[src/rtl/mss_uart_pkg.sv]
// Shared types and constants for the fabric-side MSS UART transmitter.
package mss_uart_pkg;

  localparam int unsigned DATA_BITS  = 8;
  localparam logic        IDLE_LEVEL = 1'b1;

  typedef enum logic [2:0] {
    IDLE,
    START,
    DATA,
    PARITY,
    STOP
  } tx_state_e;

endpackage

[src/rtl/mss_uart_sync_fifo.sv]
// Single-clock byte FIFO with occupancy output; full writes and empty reads are ignored.
module mss_uart_sync_fifo #(
  parameter int unsigned DEPTH = 16
) (
  input  logic                     clk,
  input  logic                     rst_n,
  input  logic                     i_wr_en,
  input  logic [7:0]               i_wr_data,
  input  logic                     i_rd_en,
  output logic [7:0]               o_rd_data,
  output logic [$clog2(DEPTH):0]   o_level
);

  localparam int unsigned AW = $clog2(DEPTH);
  localparam int unsigned LW = AW + 1;

  logic [7:0]    r_mem [DEPTH];
  logic [AW-1:0] r_wr_ptr;
  logic [AW-1:0] r_rd_ptr;
  logic [LW-1:0] r_level;
  logic          w_push;
  logic          w_pop;

  assign w_push    = i_wr_en && (r_level != LW'(DEPTH));
  assign w_pop     = i_rd_en && (r_level != '0);
  assign o_rd_data = r_mem[r_rd_ptr];
  assign o_level   = r_level;

  // Storage needs no reset: pointers and level define what is valid.
  always_ff @(posedge clk) begin
    if (w_push) r_mem[r_wr_ptr] <= i_wr_data;
  end

  always_ff @(posedge clk or negedge rst_n) begin
    if (!rst_n) begin
      r_wr_ptr <= '0;
      r_rd_ptr <= '0;
      r_level  <= '0;
    end else begin
      if (w_push) r_wr_ptr <= r_wr_ptr + AW'(1);
      if (w_pop)  r_rd_ptr <= r_rd_ptr + AW'(1);
      if (w_push && !w_pop)      r_level <= r_level + LW'(1);
      else if (w_pop && !w_push) r_level <= r_level - LW'(1);
    end
  end

endmodule

[src/rtl/mss_uart_fabric_tx.sv]
// Fabric-to-MSS UART transmitter: FIFO-buffered 8N1 serialiser, LSB first.
// Define MSS_UART_TX_PARITY_EN to insert an even-parity bit before the stop bit.
module mss_uart_fabric_tx
  import mss_uart_pkg::*;
#(
  parameter int unsigned BAUD_DIV   = 434,
  parameter int unsigned FIFO_DEPTH = 16
) (
  input  logic                          CLK,
  input  logic                          RESET_N,
  input  logic [7:0]                    WR_DATA,
  input  logic                          WR_VALID,
  output logic                          WR_READY,
  output logic                          TXD,
  output logic                          BUSY,
  output logic                          TX_DONE,
  output logic [$clog2(FIFO_DEPTH):0]   FIFO_LEVEL
);

  localparam int unsigned CW = $clog2(BAUD_DIV);
  localparam int unsigned LW = $clog2(FIFO_DEPTH) + 1;
  localparam int unsigned BW = $clog2(DATA_BITS);

  tx_state_e         r_state, w_state_nxt;
  logic [CW-1:0]     r_baud_cnt, w_cnt_nxt;
  logic [BW-1:0]     r_bit_cnt, w_bit_nxt;
  logic [7:0]        r_shift, w_shift_nxt;
  logic              r_txd, w_txd_nxt;
  logic              r_tx_done, w_done_nxt;
  logic              w_pop;
  logic              w_bit_end;
  logic              w_fifo_nempty;
  logic [7:0]        w_rd_data;
  logic [LW-1:0]     w_level;

  mss_uart_sync_fifo #(.DEPTH(FIFO_DEPTH)) u_fifo (
    .clk       (CLK),
    .rst_n     (RESET_N),
    .i_wr_en   (WR_VALID && WR_READY),
    .i_wr_data (WR_DATA),
    .i_rd_en   (w_pop),
    .o_rd_data (w_rd_data),
    .o_level   (w_level)
  );

  assign WR_READY      = (w_level != LW'(FIFO_DEPTH));
  assign w_fifo_nempty = (w_level != '0);
  assign BUSY          = (r_state != IDLE) || w_fifo_nempty;
  assign FIFO_LEVEL    = w_level;
  assign TXD           = r_txd;
  assign TX_DONE       = r_tx_done;
  assign w_bit_end     = (r_baud_cnt == CW'(BAUD_DIV - 1));

`ifdef MSS_UART_TX_PARITY_EN
  logic r_parity;

  // Parity is captured at load time because the shifter discards data bits.
  always_ff @(posedge CLK or negedge RESET_N) begin
    if (!RESET_N)   r_parity <= 1'b0;
    else if (w_pop) r_parity <= ^w_rd_data;
  end
`endif

  always_ff @(posedge CLK or negedge RESET_N) begin
    if (!RESET_N) begin
      r_state    <= IDLE;
      r_baud_cnt <= '0;
      r_bit_cnt  <= '0;
      r_shift    <= '0;
      r_txd      <= IDLE_LEVEL;
      r_tx_done  <= 1'b0;
    end else begin
      r_state    <= w_state_nxt;
      r_baud_cnt <= w_cnt_nxt;
      r_bit_cnt  <= w_bit_nxt;
      r_shift    <= w_shift_nxt;
      r_txd      <= w_txd_nxt;
      r_tx_done  <= w_done_nxt;
    end
  end

  always_comb begin
    w_state_nxt = r_state;
    w_cnt_nxt   = r_baud_cnt;
    w_bit_nxt   = r_bit_cnt;
    w_shift_nxt = r_shift;
    w_txd_nxt   = r_txd;
    w_done_nxt  = 1'b0;
    w_pop       = 1'b0;

    if (r_state != IDLE) w_cnt_nxt = w_bit_end ? '0 : r_baud_cnt + CW'(1);

    case (r_state)
      IDLE: begin
        w_cnt_nxt = '0;
        if (w_fifo_nempty) begin
          w_pop       = 1'b1;
          w_shift_nxt = w_rd_data;
          w_txd_nxt   = 1'b0;
          w_state_nxt = START;
        end
      end
      START: if (w_bit_end) begin
        w_state_nxt = DATA;
        w_txd_nxt   = r_shift[0];
        w_bit_nxt   = '0;
      end
      DATA: if (w_bit_end) begin
        w_bit_nxt = r_bit_cnt + BW'(1);
        if (r_bit_cnt == BW'(DATA_BITS - 1)) begin
`ifdef MSS_UART_TX_PARITY_EN
          w_state_nxt = PARITY;
          w_txd_nxt   = r_parity;
`else
          w_state_nxt = STOP;
          w_txd_nxt   = IDLE_LEVEL;
`endif
        end else begin
          w_shift_nxt = {1'b0, r_shift[7:1]};
          w_txd_nxt   = r_shift[1];
        end
      end
`ifdef MSS_UART_TX_PARITY_EN
      PARITY: if (w_bit_end) begin
        w_state_nxt = STOP;
        w_txd_nxt   = IDLE_LEVEL;
      end
`endif
      // Chain straight into the next start bit so back-to-back frames have no gap.
      STOP: if (w_bit_end) begin
        w_done_nxt = 1'b1;
        if (w_fifo_nempty) begin
          w_pop       = 1'b1;
          w_shift_nxt = w_rd_data;
          w_txd_nxt   = 1'b0;
          w_state_nxt = START;
        end else begin
          w_state_nxt = IDLE;
        end
      end
      default: begin
        w_state_nxt = IDLE;
        w_txd_nxt   = IDLE_LEVEL;
      end
    endcase
  end

endmodule

[config.mk]
export PLATFORM = sky130hd
export DESIGN_NAME = mss_uart_fabric_tx
export DESIGN_NICKNAME = d
export VERILOG_FILES = /design/src/rtl/mss_uart_pkg.sv /design/src/rtl/mss_uart_sync_fifo.sv /design/src/rtl/mss_uart_fabric_tx.sv
export SDC_FILE = /design/constraint.sdc
export NUM_CORES = 1
export LEC_CHECK = 0
export CORE_MARGIN = 8
export CORE_UTILIZATION = 40
export CTS_CLUSTER_DIAMETER = 50
export DETAILED_ROUTE_END_ITERATION = 6
export SLEW_MARGIN = 5
export SYNTH_ARGS = -nofsm -noshare
export SYNTH_HDL_FRONTEND = slang
export SYNTH_SLANG_ARGS = --single-unit
[constraint.sdc]
create_clock -name CLK -period 6.4 [get_ports CLK]
set_input_delay 1.6 -clock CLK [delete_from_list [all_inputs] [get_ports CLK]]
set_output_delay 1.6 -clock CLK [all_outputs]
set_load 0.02 [all_outputs]
==> reports/metrics.cfg <==
[die]
io_pins = 20
initial_core_util_pct = 40.48
die_h_um = 147.6
rows = 48
die_area_mm2 = 0.02179
core_area_mm2 = 0.01712
die_x_um = 147.6

[timing]
fin_ws_ps = 2557
hold_ws_ps = 494.5
fin_crit_sh_pct = 60.04
max_freq_ghz = 0.2602
rsz0062_at_grt = no
slew_viol_final = 0
slew_headroom_pct = 38.98
fin_crit_ps = 3843
worstMarginPinSlew_ps = 915.4
hold_viol_final = 0
setup_viol = 0
fin_skew_ps = 10.94
tns_ps = 0

[placement]
dp_hpwl_um = 8325
pre_cts_ws_ps = 2244
portBuffers = 19
gp_congestion = 0.7227

[yosys]
synth.largest_area_cell = edfxtp_1
synthSimpleGateAreaFrac_pct = 6.700
synth_area_leaders = edfxtp_1, dfrtp_1, mux4_2
synthAdderAreaFrac_pct = 2.637
synthMuxAreaShare_pct = 11.83
synth_warnings = 0
syn_area_mm2 = 0.006928
async_reset_ff_share_pct = 22.89
ys_top_cells_by_count = edfxtp_1, dfrtp_1, nor2_1
synth-compound-area-share_pct = 4.985
synth_xor_area_share_pct = 2.149
yosys.area.top_type_share_pct = 55.48
synth_edf_count = 128
syn_area_per_cell_um2 = 16.53
synth_ff_type = edfxtp_1
synth_seq_area_share_pct = 69.23
synthesis.nets = 444
yosysMostFrequentCell = edfxtp_1
postSynthCellCount = 419
synth_top_family_by_area = multiplexers
synth.distinct_cells = 52
ys_seq_elements = 166

[worst_setup_path]
worstPathCellList = or4_1 > nor2_1 > nand2_1 > clkdlybuf4s50_1
critPathRequiredTime_ps = 4800
r2r-end = u_fifo.o_level[4]
crit_slowest_cell = or4_1
crit_path_end_kind = output pin
critPathLaunchType = register
reg2reg_slack_ps = 3250
cp_max_fo = 6
arrival_ps = 2240
worstSetupStartpoint = u_fifo.o_level[0]
slowest_delay_ps = 600
r2r_cells = 11
crit_type = reg2out
reg2reg_from = u_fifo.o_level[0]

[route]
drc_errors = 0
wl_um = 13310
drtIter0Drc = 268
drt-pass1-iter-count = 4
dr_total_vias = 3582
ant_nets = 0
viasPerCell = 5.268
wl_per_cell_um = 19.57

[clock_tree]
postCtsHoldBufs = 0
cts_sinks = 166
clk_latency_ps = 430
cts_buffers = 17
h-tree-depth = 4
postCtsSetupBuffers = 0
clk_pin_slew_ps = 70
cts_tree = built
cts_resized = 0
clockBufferDepth = 2
clockRootBuffer = clkbuf_16

[power_and_ir_drop]
power_density_mw_per_mm2 = 339.5
p_seq_share_pct = 50.0
swShare_pct = 26.62
irDropWorstVdd_v = 0.0002313
p_leak_nw = 2.759
power_frac_comb_pct = 12.3
p_int_mw = 1.967
switchingPower_uw = 713.5
clock_power_share_pct = 37.7

[worst_hold_path]
hold_path.class = reg2reg
min_from = r_baud_cnt[0]
hold_path_end = r_baud_cnt[0]
min_path_cells = 1

[grt]
grt_first_pass_wirelength_um = 20710
antenna_found_initial = 0
overflow = 0
global_route.usage.total_pct = 12.82
grt_pass1_vias = 3648
grt_max_degree = 39

[cells_and_area]
nFillCells = 1480
area_delta_synth_final_pct = 13.96
num_antenna_cells = 0
final_nets = 467
layout-drive-gt1-share_pct = 15.82

[status]
status = complete, no violations

[job]
drv_cap = 0

==> cells by family after synthesis <==
| kind of cell | Yosys count |
|---|---|
| compound gates | 57 |
| xor+xnor | 17 |
| mux | 37 |
| fa+ha+maj | 14 |
| buf+inv | 30 |
| flops | 166 |
| simple gates | 98 |
==> power groups by stage <==
| stage | combinational [mW] | sequential [mW] | clock, mW |
|---|---|---|---|
| after global routing | 0.369 | 1.35 | 1.07 |
| final | 0.331 | 1.34 | 1.01 |
| after global placement | 0.323 | 1.35 | 0 |
| after CTS | 0.336 | 1.34 | 1.03 |
| after detailed placement | 0.336 | 1.36 | 0 |
| after floorplan | 0.205 | 1.35 | 0 |
==> flip-flops by register name, summed over array words and instances, names as in the netlist <==
register,flops
u_fifo.r_mem,128
r_baud_cnt,9
r_shift,8
u_fifo.o_level,5
u_fifo.r_rd_ptr,4
u_fifo.r_wr_ptr,4
r_bit_cnt,3
r_state,3
TXD,1
TX_DONE,1
==> cell usage in the layout (no fill, tap or decap), drive strengths merged, types with 6 or more instances in the layout <==
| master | count |
|---|---|
| o22ai | 15 |
| dfrtp | 37 |
| edfxtp | 128 |
| inv | 17 |
| nor2 | 37 |
| a21oi | 18 |
| clkinv | 6 |
| clkbuf | 17 |
| ha | 13 |
| nor3 | 13 |
| buf | 7 |
| xnor2 | 10 |
| o21ai | 13 |
| nand2 | 20 |
| nand3 | 6 |
| clkdlybuf4s50 | 18 |
| mux4 | 32 |
| xor2 | 7 |
==> metal layers <==
metal / track usage, % / wire length [um] / vias to the layer above
li1: - / - / 1677
met1: 16.68 / 6134 / 1819
met2: 20.05 / 6453 / 73
met3: 3.332 / 510 / 13
met4: 5.354 / 207 / 0
met5: 0 / 0 / -
==> critical path: cells and delay by family (launching register included) <==
kind	cells	cell delay, ps
DFF	1	450
and+or+nand+nor	3	820
buffers and inverters	1	550
==> cell type report <==
| type | count | area (um2) | area share (%) |
|---|---|---|---|
| Clock buffer | 17 | 425.4 | 5.388 |
| Timing Repair Buffer | 25 | 230.2 | 2.916 |
| Sequential cell | 166 | 4798 | 60.78 |
| Multi-Input combinational cell | 223 | 1961 | 24.83 |
| Inverter | 9 | 33.78 | 0.4279 |
| Clock inverter | 15 | 165.2 | 2.092 |
| Tap cell | 225 | 281.5 | 3.566 |
==> worst max-delay path by stage <==
stage / end / slack (ps) / depth (start not counted)
after global routing: BUSY / 2460 / 4
after global placement: u_fifo.o_level[4] / 2300 / 10
after CTS: BUSY / 2520 / 4
after detailed placement: u_fifo.o_level[4] / 2240 / 10
final: BUSY / 2560 / 4
after floorplan: u_fifo.o_level[4] / 2840 / 10
==> through the flow <==
step	instances	total power [mW]	area (um2)	utilization, %
global placement	648	1.678	7305	42.68
CTS	680	2.711	7895	46.13
finish	680	2.681	7895	46.13
floorplan	419	1.557	6928	-
detailed placement	648	1.698	7305	42.68
global route	680	2.789	7895	46.13
No activity file was read; power rests on OpenSTA's default activity.
